--- src/rtl/menu_cursor_ctrl_if.sv ---
// Menu cursor bus: button levels and pixel coordinate in, cursor and
// selection state out. The master drives the inputs, the cursor block
// is the slave.
interface menu_cursor_ctrl_if #(
    parameter int IDX_W = 2
);
    logic             video_on;
    logic             btn_up;
    logic             btn_down;
    logic             btn_sel;
    logic             btn_back;
    logic [9:0]       pix_x;
    logic [9:0]       pix_y;
    logic [2:0]       cursor_rgb;
    logic             cursor_on;
    logic [IDX_W-1:0] nivel;
    logic             sel_valid;
    logic             locked;

    modport master (
        output video_on, btn_up, btn_down, btn_sel, btn_back, pix_x, pix_y,
        input  cursor_rgb, cursor_on, nivel, sel_valid, locked
    );

    modport slave (
        input  video_on, btn_up, btn_down, btn_sel, btn_back, pix_x, pix_y,
        output cursor_rgb, cursor_on, nivel, sel_valid, locked
    );
endinterface

--- src/rtl/menu_cursor_ctrl.sv ---
// Menu selection cursor: moves an index over N_ITEMS stacked entries on
// button presses, latches a confirmed choice, and draws a cross-shaped
// cursor at the selected entry (one-cycle registered pixel path).
module menu_cursor_ctrl #(
    parameter int          N_ITEMS    = 3,
    parameter int          IDX_W      = 2,
    parameter int          X0         = 161,
    parameter int          Y0         = 302,
    parameter int          Y_STEP     = 32,
    parameter bit          WRAP       = 1'b1,
    parameter logic [2:0]  BROWSE_RGB = 3'b100,
    parameter logic [2:0]  SEL_RGB    = 3'b010
) (
    input  logic              clk,
    input  logic              reset,
    menu_cursor_ctrl_if.slave bus
);

    localparam int Y_LAST = Y0 + (N_ITEMS - 1) * Y_STEP;

    // Shape extents reach 10 pixels from the centre; every bound must fit 0..1023.
    if ((N_ITEMS < 2) || (N_ITEMS > 16) || ((2 ** IDX_W) < N_ITEMS) ||
        (X0 < 10) || (X0 + 10 > 1023) || (Y0 < 10) || (Y_STEP < 0) ||
        (Y_LAST + 10 > 1023)) begin : g_bad_params
        $error("menu_cursor_ctrl: illegal parameter combination");
    end

    typedef enum logic [0:0] {
        ST_BROWSE    = 1'b0,
        ST_CONFIRMED = 1'b1
    } state_t;

    localparam logic [IDX_W-1:0] IDX_LAST = IDX_W'(N_ITEMS - 1);
    localparam logic [IDX_W-1:0] IDX_ZERO = {IDX_W{1'b0}};

    state_t           state_r;
    logic [IDX_W-1:0] idx_r;
    logic             up_prev_r;
    logic             down_prev_r;
    logic             sel_prev_r;
    logic             back_prev_r;
    logic             sel_valid_r;
    logic             locked_r;
    logic             cursor_on_r;
    logic [2:0]       cursor_rgb_r;

    logic             up_ev_s;
    logic             down_ev_s;
    logic             sel_ev_s;
    logic             back_ev_s;
    logic [IDX_W-1:0] idx_up_s;
    logic [IDX_W-1:0] idx_down_s;
    logic [10:0]      cy_s;
    logic             hit_s;

    // Cross = vertical bar, horizontal bar and centre square, all inclusive.
    function automatic logic shape_hit(input logic [10:0] px, input logic [10:0] py,
                                       input logic [10:0] cx, input logic [10:0] cy);
        logic [10:0] dx;
        logic [10:0] dy;
        dx = (px >= cx) ? (px - cx) : (cx - px);
        dy = (py >= cy) ? (py - cy) : (cy - py);
        return ((dx <= 11'd5)  && (dy <= 11'd10)) ||
               ((dx <= 11'd10) && (dy <= 11'd5))  ||
               ((dx <= 11'd7)  && (dy <= 11'd7));
    endfunction

    assign up_ev_s   = bus.btn_up   & ~up_prev_r;
    assign down_ev_s = bus.btn_down & ~down_prev_r;
    assign sel_ev_s  = bus.btn_sel  & ~sel_prev_r;
    assign back_ev_s = bus.btn_back & ~back_prev_r;

    // Neighbour indices at the list ends: wrap around or stay put.
    always_comb begin
        idx_up_s   = idx_r;
        idx_down_s = idx_r;
        if (idx_r == IDX_ZERO) begin
            idx_up_s = WRAP ? IDX_LAST : IDX_ZERO;
        end else begin
            idx_up_s = idx_r - IDX_W'(1);
        end
        if (idx_r >= IDX_LAST) begin
            idx_down_s = WRAP ? IDX_ZERO : IDX_LAST;
        end else begin
            idx_down_s = idx_r + IDX_W'(1);
        end
    end

    assign cy_s  = 11'(Y0) + (11'(idx_r) * 11'(Y_STEP));
    assign hit_s = shape_hit({1'b0, bus.pix_x}, {1'b0, bus.pix_y}, 11'(X0), cy_s);

    // Previous button levels; held high through reset so a held button needs a re-press.
    always_ff @(posedge clk) begin
        if (reset) begin
            up_prev_r   <= 1'b1;
            down_prev_r <= 1'b1;
            sel_prev_r  <= 1'b1;
            back_prev_r <= 1'b1;
        end else begin
            up_prev_r   <= bus.btn_up;
            down_prev_r <= bus.btn_down;
            sel_prev_r  <= bus.btn_sel;
            back_prev_r <= bus.btn_back;
        end
    end

    // Browse/confirm FSM with index, confirm pulse and lock flag.
    always_ff @(posedge clk) begin
        if (reset) begin
            state_r     <= ST_BROWSE;
            idx_r       <= IDX_ZERO;
            sel_valid_r <= 1'b0;
            locked_r    <= 1'b0;
        end else begin
            sel_valid_r <= 1'b0;
            case (state_r)
                ST_BROWSE: begin
                    if (sel_ev_s) begin
                        state_r     <= ST_CONFIRMED;
                        sel_valid_r <= 1'b1;
                        locked_r    <= 1'b1;
                    end else if (up_ev_s && down_ev_s) begin
                        idx_r <= idx_r;
                    end else if (up_ev_s) begin
                        idx_r <= idx_up_s;
                    end else if (down_ev_s) begin
                        idx_r <= idx_down_s;
                    end else begin
                        idx_r <= idx_r;
                    end
                end
                ST_CONFIRMED: begin
                    if (back_ev_s) begin
                        state_r  <= ST_BROWSE;
                        locked_r <= 1'b0;
                    end else begin
                        state_r  <= ST_CONFIRMED;
                        locked_r <= 1'b1;
                    end
                end
                default: begin
                    state_r  <= ST_BROWSE;
                    idx_r    <= IDX_ZERO;
                    locked_r <= 1'b0;
                end
            endcase
        end
    end

    // Registered pixel path: cursor coverage and colour for the RGB mux.
    always_ff @(posedge clk) begin
        if (reset) begin
            cursor_on_r  <= 1'b0;
            cursor_rgb_r <= 3'b000;
        end else begin
            cursor_on_r <= hit_s;
            if (bus.video_on && hit_s) begin
                cursor_rgb_r <= (state_r == ST_CONFIRMED) ? SEL_RGB : BROWSE_RGB;
            end else begin
                cursor_rgb_r <= 3'b000;
            end
        end
    end

    assign bus.nivel      = idx_r;
    assign bus.locked     = locked_r;
    assign bus.sel_valid  = sel_valid_r;
    assign bus.cursor_on  = cursor_on_r;
    assign bus.cursor_rgb = cursor_rgb_r;

endmodule

--- src/flat_wrapper.sv ---
// flat-port wrapper written by rule: the top's interface ports become plain ports
module menu_cursor_ctrl_flat 
#(
    parameter int          N_ITEMS    = 3,
    parameter int          IDX_W      = 2,
    parameter int          X0         = 161,
    parameter int          Y0         = 302,
    parameter int          Y_STEP     = 32,
    parameter bit          WRAP       = 1'b1,
    parameter logic [2:0]  BROWSE_RGB = 3'b100,
    parameter logic [2:0]  SEL_RGB    = 3'b010
)
  (clk, reset, bus_video_on, bus_btn_up, bus_btn_down, bus_btn_sel, bus_btn_back, bus_pix_x, bus_pix_y, bus_cursor_rgb, bus_cursor_on, bus_nivel, bus_sel_valid, bus_locked);
  menu_cursor_ctrl_if #(.IDX_W(IDX_W)) bus_i ();
  input  logic clk;
  input  logic reset;
  input wire logic [$bits(bus_i.video_on)-1:0] bus_video_on;
  input wire logic [$bits(bus_i.btn_up)-1:0] bus_btn_up;
  input wire logic [$bits(bus_i.btn_down)-1:0] bus_btn_down;
  input wire logic [$bits(bus_i.btn_sel)-1:0] bus_btn_sel;
  input wire logic [$bits(bus_i.btn_back)-1:0] bus_btn_back;
  input wire logic [$bits(bus_i.pix_x)-1:0] bus_pix_x;
  input wire logic [$bits(bus_i.pix_y)-1:0] bus_pix_y;
  output wire logic [$bits(bus_i.cursor_rgb)-1:0] bus_cursor_rgb;
  output wire logic [$bits(bus_i.cursor_on)-1:0] bus_cursor_on;
  output wire logic [$bits(bus_i.nivel)-1:0] bus_nivel;
  output wire logic [$bits(bus_i.sel_valid)-1:0] bus_sel_valid;
  output wire logic [$bits(bus_i.locked)-1:0] bus_locked;
  assign bus_i.video_on = bus_video_on;
  assign bus_i.btn_up = bus_btn_up;
  assign bus_i.btn_down = bus_btn_down;
  assign bus_i.btn_sel = bus_btn_sel;
  assign bus_i.btn_back = bus_btn_back;
  assign bus_i.pix_x = bus_pix_x;
  assign bus_i.pix_y = bus_pix_y;
  assign bus_cursor_rgb = bus_i.cursor_rgb;
  assign bus_cursor_on = bus_i.cursor_on;
  assign bus_nivel = bus_i.nivel;
  assign bus_sel_valid = bus_i.sel_valid;
  assign bus_locked = bus_i.locked;
  menu_cursor_ctrl #(.N_ITEMS(N_ITEMS), .IDX_W(IDX_W), .X0(X0), .Y0(Y0), .Y_STEP(Y_STEP), .WRAP(WRAP), .BROWSE_RGB(BROWSE_RGB), .SEL_RGB(SEL_RGB)) u_core (.clk(clk), .reset(reset), .bus(bus_i));
endmodule
--- config.mk ---
export PLATFORM = sky130hd
export DESIGN_NAME = menu_cursor_ctrl_flat
export DESIGN_NICKNAME = d
export VERILOG_FILES = /design/src/rtl/menu_cursor_ctrl_if.sv /design/src/rtl/menu_cursor_ctrl.sv /design/src/flat_wrapper.sv
export SDC_FILE = /design/constraint.sdc
export NUM_CORES = 1
export LEC_CHECK = 0
export ABC_CLOCK_PERIOD_IN_PS = 4200
export CAP_MARGIN = 20
export CORE_ASPECT_RATIO = 0.5
export CORE_MARGIN = 2
export CORE_UTILIZATION = 40
export CTS_CLUSTER_DIAMETER = 120
export DETAILED_ROUTE_END_ITERATION = 8
export GPL_TIMING_DRIVEN = 0
export PLACE_DENSITY = 0.78
export SLEW_MARGIN = 20
export SYNTH_ARGS = -nofsm -noshare
export SYNTH_HDL_FRONTEND = slang
export SYNTH_SLANG_ARGS = --single-unit
--- constraint.sdc ---
create_clock -name clk -period 4.2 [get_ports clk]
set_input_delay 0.63 -clock clk [delete_from_list [all_inputs] [get_ports clk]]
set_output_delay 0.63 -clock clk [all_outputs]
set_load 0.005 [all_outputs]
### Word-level counts from Yosys, hierarchy flattened

Index checks and enable logic that the tools add are counted.

* bits in registers: 13
* latch bits: 0
* memory bits (writable): 0
* memory bits (read-only): 0
* output and inout bits: 8
* logic and storage cells: 63
* memories kept: 0

* add/sub/neg operators: 7
* $mul: 0
* divide/modulo/power cells: 0
* $lt $le $gt $ge: 9
* equality and inequality tests: 1
* shifts and indexed selects: 0
* muxes and demuxes: 12
* bitwise logic cells: 12
* reductions and logical operators: 12

Operator list (count)
* less-or-equal comparator 11 x 3 -> 1 bit, second input constant: 4
* less-or-equal comparator 11 x 4 -> 1 bit, second input constant: 2
* 2-to-1 mux 11 bit: 2
* >= comparator 10 x 11 -> 1 bit: 1
* subtractor 10 x 11 -> 11 bit: 1
* subtractor 10 x 8 -> 11 bit, second input constant: 1
* subtractor 11 x 10 -> 11 bit: 1
* subtractor 8 x 10 -> 11 bit, first input constant: 1
* adder 9 x 7 -> 10 bit, first input constant: 1
* >= comparator 10 x 8 -> 1 bit, second input constant: 1
* 2-to-1 mux 2 bit: 4
* NOT 1 bit: 8
* logical AND 1 bit: 5
* AND 1 bit: 4
* case mux 1 bit (2 select lines): 2
* AND reduction 4 bit: 1
* OR reduction 2 bit: 2
* 2-to-1 mux 1 bit: 3
* 2-to-1 mux 3 bit: 1
* adder 2 x 1 -> 2 bit, second input constant: 1
* >= comparator 2 bit, second input constant: 1
* logical NOT 2 bit: 1
* logical OR 1 bit: 2
* != test 2 x 1 -> 1 bit, second input constant: 1
* 2 further kinds: 2

### Longest topological paths before layout

Gate-level depths: netlist (run 1).

* depth after elaboration: 10
* gate-level depth with buffers: 11
* gate-level depth less buffers: 11

### Worst setup path after synthesis (run 1)

Ideal clock, no wire load.

* kind: flip-flop to flip-flop
* start point: reg u_core.idx_r[0] (netlist: u_core.bus.nivel[0])
* end point: reg u_core.cursor_rgb_r[1] (netlist: u_core.bus.cursor_rgb[1])
* library setup time: 0.103 ns
* arrival time: 3.014 ns
* path slack: 1.083 ns
* cell stages (with the launch flop): 12
* path buffers: 1
* cell sequence: dfxtp_1 inv_1 ha_1 ha_1 buf_2 and4b_1 a41o_1 a21oi_2 mux2_2 nor4_1 o21ai_1 a2111oi_2

* longest elaborated chain between the ends: 10

Ends and longest elaborated chain
* start, declared: RTL line menu_cursor_ctrl.sv:37 `logic [IDX_W-1:0] idx_r;`
* start signal, assigned: RTL line menu_cursor_ctrl.sv:123 `idx_r <= idx_r;`
* start signal, assigned: RTL line menu_cursor_ctrl.sv:125 `idx_r <= idx_up_s;`
* start signal, assigned: RTL line menu_cursor_ctrl.sv:127 `idx_r <= idx_down_s;`
* adder 9 x 7 -> 10 bit *: RTL line menu_cursor_ctrl.sv:89 `assign cy_s = 11'(Y0) + (11'(idx_r) * 11'(Y_STEP));`
* subtractor 11 x 10 -> 11 bit (tied with other cells): RTL line menu_cursor_ctrl.sv:62 `dy = (py >= cy) ? (py - cy) : (cy - py);`
* 2-to-1 mux 11 bit *: RTL line menu_cursor_ctrl.sv:62
* less-or-equal comparator 11 x 4 -> 1 bit / less-or-equal comparator 11 x 3 -> 1 bit (equally long branches): RTL line menu_cursor_ctrl.sv:63, menu_cursor_ctrl.sv:64
* logical AND 1 bit, on equally long branches: RTL line menu_cursor_ctrl.sv:63, menu_cursor_ctrl.sv:64
* logical OR 1 bit: RTL line menu_cursor_ctrl.sv:63 `return ((dx <= 11'd5) && (dy <= 11'd10)) ||`
* logical OR 1 bit *: RTL line menu_cursor_ctrl.sv:64 `((dx <= 11'd10) && (dy <= 11'd5)) ||`
* logical AND 1 bit *: RTL line menu_cursor_ctrl.sv:157 `if (bus.video_on && hit_s) begin`
* NOT 1 bit (no line) *
* OR reduction 2 bit (no line) *
* end signal, assigned: RTL line menu_cursor_ctrl.sv:158 `cursor_rgb_r <= (state_r == ST_CONFIRMED) ? SEL_RGB : BROWSE_RGB;`
* end, declared: RTL line menu_cursor_ctrl.sv:45 `logic [2:0] cursor_rgb_r;`

Mark *: on every way between the ends. The rest lies on a longest branch, timed or not.
A chain may end at the register's enable or synchronous reset.

### Worst setup path after layout (run 1)

* start point: in bus_pix_y[1]
* end point: reg u_core.cursor_rgb_r[2] (netlist: u_core.bus.cursor_rgb[2])

* longest elaborated chain between the ends: 9

Ends and longest elaborated chain
* start, declared: RTL line flat_wrapper.sv:23 `input wire logic [$bits(bus_i.pix_y)-1:0] bus_pix_y;`
* subtractor 11 x 10 -> 11 bit (tied with other cells): RTL line menu_cursor_ctrl.sv:62
* 2-to-1 mux 11 bit *: RTL line menu_cursor_ctrl.sv:62
* less-or-equal comparator 11 x 4 -> 1 bit / less-or-equal comparator 11 x 3 -> 1 bit (equally long branches): RTL line menu_cursor_ctrl.sv:63, menu_cursor_ctrl.sv:64
* logical AND 1 bit, on equally long branches: RTL line menu_cursor_ctrl.sv:63, menu_cursor_ctrl.sv:64
* logical OR 1 bit: RTL line menu_cursor_ctrl.sv:63
* logical OR 1 bit *: RTL line menu_cursor_ctrl.sv:64
* logical AND 1 bit *: RTL line menu_cursor_ctrl.sv:157
* NOT 1 bit (no line) *
* OR reduction 2 bit (no line) *

Marks and branches as above.

==> flow_summary.ini, run 1 <==
[logic_synthesis]
synth-main-ff-cell = dfxtp_1
yosysWarnings = 0
syn_area_per_cell_um2 = 8.02
synth_nets = 237
synth_area_um2 = 1520
seq_area_frac_synth_pct = 15.8
synth-edff-count = 0
async_flop_share_pct = 0
synth.distinct_cells = 53
synth_common_cells = 20 x ha_1, 20 x inv_1, 13 x a21oi_1
netlist_top_cells_area = ha_1 16%, dfxtp_1 16%, xnor2_1 5.2%
netlist_instances = 190
synth_top_cell_by_area = ha_1
synth_top_area_share_pct = 16.4
yosys_register_bits = 12

[drt]
vias_per_cell = 5.54
wl_um = 3840
dr.pass1.iters = 4
drtIter0Drc = 114
wire_per_inst_um = 14.0
drtAntennaViolNets = 0
drc = 0
via_count = 1518

[global_route]
overflow = 0
grt_usage_pct = 17.7
grt_antenna_before_repair = 0
grt_pass1_vias = 1428
grt_pass1_wl_um = 6290
grt_max_degree = 11

[timing]
timing.fmax_mhz = 279
setup_tns_ns = 0
rsz0062_at_grt = false
slew_headroom_pct = 61.8
maxSlewViolCount = 0
tightest_slew_ns = 0.569
hold_viol_final = 0
skew_ns = 0.00286
post-route-min-period_ns = 3.58
finalCritPeriodShare_pct = 85.3
setup_viol = 0

[clock_network]
numCtsBuffers = 3
cts_tree = done
root_buffer = clkbuf_8
clk_latency_ns = 0.24
clkSinkCount = 12
clk_pin_slew_ns = 0.05
htreeDepth = 1
ctsLongestPathBuffers = 2
cts_hold_buf = 0
post_cts_resized = 0
cts_setup_buffers = 0

[worst_setup_path]
end_kind = flop
cp.arrival_ns = 3.73
slowest_delay_ns = 0.56
critPathLaunchType = primary input
crit_fanout = 8
critical_path.most_common_cell = o21ai_1
critPathKind = primary input to flop
path_cells = clkdlybuf4s50_1 > ha_1 > a211oi_1 > o21ai_1 > a21oi_2 > mux2_2 > nor4_1 > o21ai_1 > a2111oi_2
cp_slowest_cell = clkdlybuf4s50_1
crit_required_ns = 4.34

[status]
status = finished clean

[die]
dieArea_um2 = 4350
fp.dieW_um = 91.3
rows = 15
die_h_um = 47.6
start_util_pct = 43.0
ios = 35
core_um2 = 3550

[cells_and_area]
nNetsFinal = 271
synthToLayoutAreaGrowth_pct = 26.8
antenna_cells = 0
fin_util_pct = 54.5
layout-drive-gt1-share_pct = 11.7

[placed_design]
dp_hpwl_um = 2970
port_buffers = 29
gp_congestion = 0.925

[run]
drv_cap = 0

[power_and_ir_drop]
peakVddDrop_mv = 0.0900
leakagePower_nw = 0.820
powerDensity_nw_per_um2 = 229

[hold_path]
hold_path_class = flop to flop
## critical path: cells and delay by family
kind / cells / cell delay (ns)
AOI/OAI and AO/OA: 5 / 1.58
buffers and inverters: 1 / 0.56
muxes: 1 / 0.37
adders and majority gates: 1 / 0.34
and+or+nand+nor: 1 / 0.23
## cell usage in the layout, fill, tap and decap left out, types with 2 or more instances in the layout
| cell | count |
|---|---|
| a211oi_1 | 8 |
| o21a_1 | 2 |
| and3_1 | 3 |
| dfxtp_1 | 12 |
| or2_2 | 4 |
| o21bai_1 | 4 |
| a21oi_1 | 13 |
| inv_1 | 20 |
| nor2b_1 | 2 |
| ha_1 | 20 |
| nand2b_1 | 6 |
| a31oi_1 | 3 |
| nand2_1 | 8 |
| clkdlybuf4s50_1 | 29 |
| buf_2 | 6 |
| mux2i_1 | 2 |
| nor2_1 | 8 |
| xor2_1 | 3 |
| a21o_1 | 5 |
| a311oi_1 | 4 |
| a2111oi_2 | 3 |
| nand3_1 | 3 |
| o21ai_0 | 5 |
| o22ai_1 | 3 |
| o21ai_1 | 2 |
| nor3b_1 | 3 |
| xnor2_1 | 9 |
| clkbuf_8 | 4 |
| nor4_1 | 3 |
## cell families (layout without fill, tap and decap cells)
family | count (synthesis) | count (layout) | synth area share (%)
buffers and inverters | 28 | 61 | 7.64
AOI/OAI and AO/OA | 65 | 65 | 32.1
xor gates and xnor gates | 12 | 12 | 6.90
and+or+nand+nor | 49 | 49 | 18.9
muxes | 3 | 3 | 2.05
DFF | 12 | 12 | 15.8
adders and majority gates | 20 | 20 | 16.4
other | 1 | 1 | 0.246
## worst paths after layout
check	from	endpoint	slack (ns)	depth (start not counted)
worst max register to register	u_core.bus.nivel[0]	u_core.bus.cursor_rgb[2]	0.72	11
worst max-delay path	bus_pix_y[1]	u_core.bus.cursor_rgb[2]	0.62	9
worst min register to register	u_core.sel_prev_r	u_core.bus.sel_valid	0.45	1
worst min-delay path	u_core.sel_prev_r	u_core.bus.sel_valid	0.45	1
## area by class of cell
| class | count | area (um^2) |
|---|---|---|
| Buffer | 8 | 41.3 |
| Clock buffer | 4 | 55.1 |
| Fill cell | 351 | 1610 |
| Inverter | 20 | 75.1 |
| Multi-Input combinational cell | 150 | 1170 |
| Sequential cell | 12 | 240 |
| Tap cell | 51 | 63.8 |
| Timing Repair Buffer | 29 | 290 |
## stage by stage
stage	hold slack (ns)	cell area, um^2	setup slack, ns	power (mW)	std cells
final	0.452	1930	0.617	0.443	274
after global routing	0.479	1930	0.383	0.475	274
after CTS	0.456	1930	0.680	0.443	274
after detailed placement	0.446	1880	0.466	0.314	270
after global placement	0.410	1880	0.482	0.308	270
after floorplan	0.401	1520	1.08	0.253	190
## layer usage
layer,up-vias,track usage (%),wire length [um]
li1,765,-,-
met1,695,23.5,1820
met2,52,31.9,1760
met3,6,2.52,221
met4,0,4.55,42
met5,-,0,0
## where the power goes
group / switching (mW) / internal, mW / total, mW
Clock: 0.0439 / 0.0829 / 0.127
Sequential: 0.00437 / 0.119 / 0.124
Combinational: 0.104 / 0.0889 / 0.193
Total: 0.152 / 0.291 / 0.443
(Power assumes the default switching activity.)
==> run 2, diff against run 1 <==
--- a/config.mk
+++ b/config.mk
@@ -9,11 +9,11 @@
 export CAP_MARGIN = 20
 export CORE_ASPECT_RATIO = 0.5
 export CORE_MARGIN = 2
-export CORE_UTILIZATION = 40
+export CORE_UTILIZATION = 51
 export CTS_CLUSTER_DIAMETER = 120
 export DETAILED_ROUTE_END_ITERATION = 8
 export GPL_TIMING_DRIVEN = 0
-export PLACE_DENSITY = 0.78
+export PLACE_DENSITY = 0.93
 export SLEW_MARGIN = 20
 export SYNTH_ARGS = -nofsm -noshare
 export SYNTH_HDL_FRONTEND = slang
==> flow_summary.ini, run 2 (synthesis results as in run 1) <==
[status]
status = finished clean

[clock_network]
cts_setup_buffers = 0
post_cts_resized = 0
htreeDepth = 1
cts_tree = done
numCtsBuffers = 3
cts_hold_buf = 0
root_buffer = clkbuf_8
clk_pin_slew_ns = 0.05
clkSinkCount = 12
clk_latency_ns = 0.24
ctsLongestPathBuffers = 2

[worst_setup_path]
end_kind = flop
cp.arrival_ns = 3.71
critPathKind = primary input to flop
crit_required_ns = 4.33
r2r_cells = 11
crit_fanout = 9
rr_startpoint = u_core.bus.nivel[0]
r2r-end = u_core.bus.cursor_rgb[1]
r2r_slack_ns = 0.63
critPathLaunchType = primary input

[drt]
wl_um = 3880
wire_per_inst_um = 15.0
drtAntennaViolNets = 0
via_count = 1574
drc = 0
dr.pass1.iters = 4
drtIter0Drc = 112
vias_per_cell = 6.08

[cells_and_area]
layout_commonest_cell = clkdlybuf4s50_1
multi_input_comb_area_um2 = 1170
layout_common_cells = 29 x clkdlybuf4s50_1, 20 x inv_1, 20 x ha_1
fillerInstances = 209
synthToLayoutAreaGrowth_pct = 24.8
final_cells = 259
nNetsFinal = 271
antenna_cells = 0
regArea_um2 = 240
fin_util_pct = 70.0
layout-drive-gt1-share_pct = 11.3

[hold_path]
min-delay-start = u_core.sel_prev_r
hold_end = u_core.bus.sel_valid
hold_path_class = flop to flop
min_path_cells = 1

[global_route]
overflow = 0
grt_antenna_before_repair = 0
grt_pass1_vias = 1532
grt_usage_pct = 23.3
grt_pass1_wl_um = 6440
grt_max_degree = 11

[power_and_ir_drop]
power_switching_mw = 0.151
p_sw_share_pct = 35.7
powerDensity_nw_per_um2 = 222
leakagePower_nw = 0.813
p_comb_share_pct = 46.4
peakVddDrop_mv = 0.202
p_int_mw = 0.272
seqPwrFrac_pct = 29.4
power_frac_clock_pct = 24.3

[die]
rows = 13
die_h_um = 42.7
dieArea_um2 = 3470
core_um2 = 2720
start_util_pct = 56.1
ios = 35
fp.dieW_um = 81.3

[placed_design]
dp_hpwl_um = 2940
place_inst = 256
port_buffers = 29
gp_congestion = 0.938

[timing]
rsz0062_at_grt = false
post-route-min-period_ns = 3.57
skew_ns = 0.00169
hold_viol_final = 0
setup_viol = 0
maxSlewViolCount = 0
tightest_slew_ns = 0.583
timing.fmax_mhz = 280
finalCritPeriodShare_pct = 85.1
slew_headroom_pct = 60.9
setup_tns_ns = 0

[run]
drv_cap = 0
## run 2: layer usage
layer	global-route usage, %	up-vias	share of wire (%)
met5	0	-	0
met2	41.5	61	48
met1	29.1	747	44
li1	-	762	-
met3	5.53	4	7.0
met4	3.73	0	0.44
## run 2: worst max-delay path by stage
stage / end / startpoint / slack [ns]
floorplan: u_core.bus.cursor_rgb[1] / u_core.bus.nivel[0] / 1.08
global placement: u_core.bus.cursor_rgb[1] / bus_pix_y[6] / 0.51
detailed placement: u_core.bus.cursor_rgb[1] / bus_pix_y[6] / 0.44
CTS: u_core.bus.cursor_rgb[1] / bus_pix_y[6] / 0.65
global route: u_core.bus.cursor_rgb[1] / bus_pix_y[1] / 0.37
finish: u_core.bus.cursor_rgb[1] / bus_pix_y[6] / 0.63
## run 2: power groups by stage
stage               Combinational (mW)  Clock [mW]  Sequential (mW)
finish                           0.196       0.102            0.124
global route                     0.213       0.110            0.125
CTS                              0.193       0.103            0.124
detailed placement               0.189           0            0.126
global placement                 0.180           0            0.126
floorplan                        0.127           0            0.125
## run 2: metrics by stage
step	area (um^2)	hold WS (ns)	power, mW	setup slack [ns]
2_1_floorplan	1520	0.401	0.253	1.08
3_3_place_gp	1860	0.411	0.306	0.508
3_5_place_dp	1860	0.422	0.315	0.438
4_1_cts	1900	0.441	0.420	0.652
5_1_grt	1900	0.457	0.448	0.372
6_report	1900	0.443	0.422	0.627
## run 2: final cells by class
| type | instances | area share [%] |
|---|---|---|
| Sequential cell | 12 | 12.6 |
| Clock buffer | 3 | 2.17 |
| Multi-Input combinational cell | 150 | 61.4 |
| Buffer | 8 | 2.17 |
| Inverter | 20 | 3.95 |
| Timing Repair Buffer | 29 | 15.3 |
| Tap cell | 37 | 2.43 |
## run 2: critical path: stages
cell and delay, ns:
clkdlybuf4s50_1 0.48, inv_1 0.05, ha_1 0.28, buf_2 0.18, and4b_1 0.24, a41o_1 0.35
a21oi_2 0.30, mux2_2 0.38, nor4_1 0.23, o21ai_1 0.19, a2111oi_2 0.39
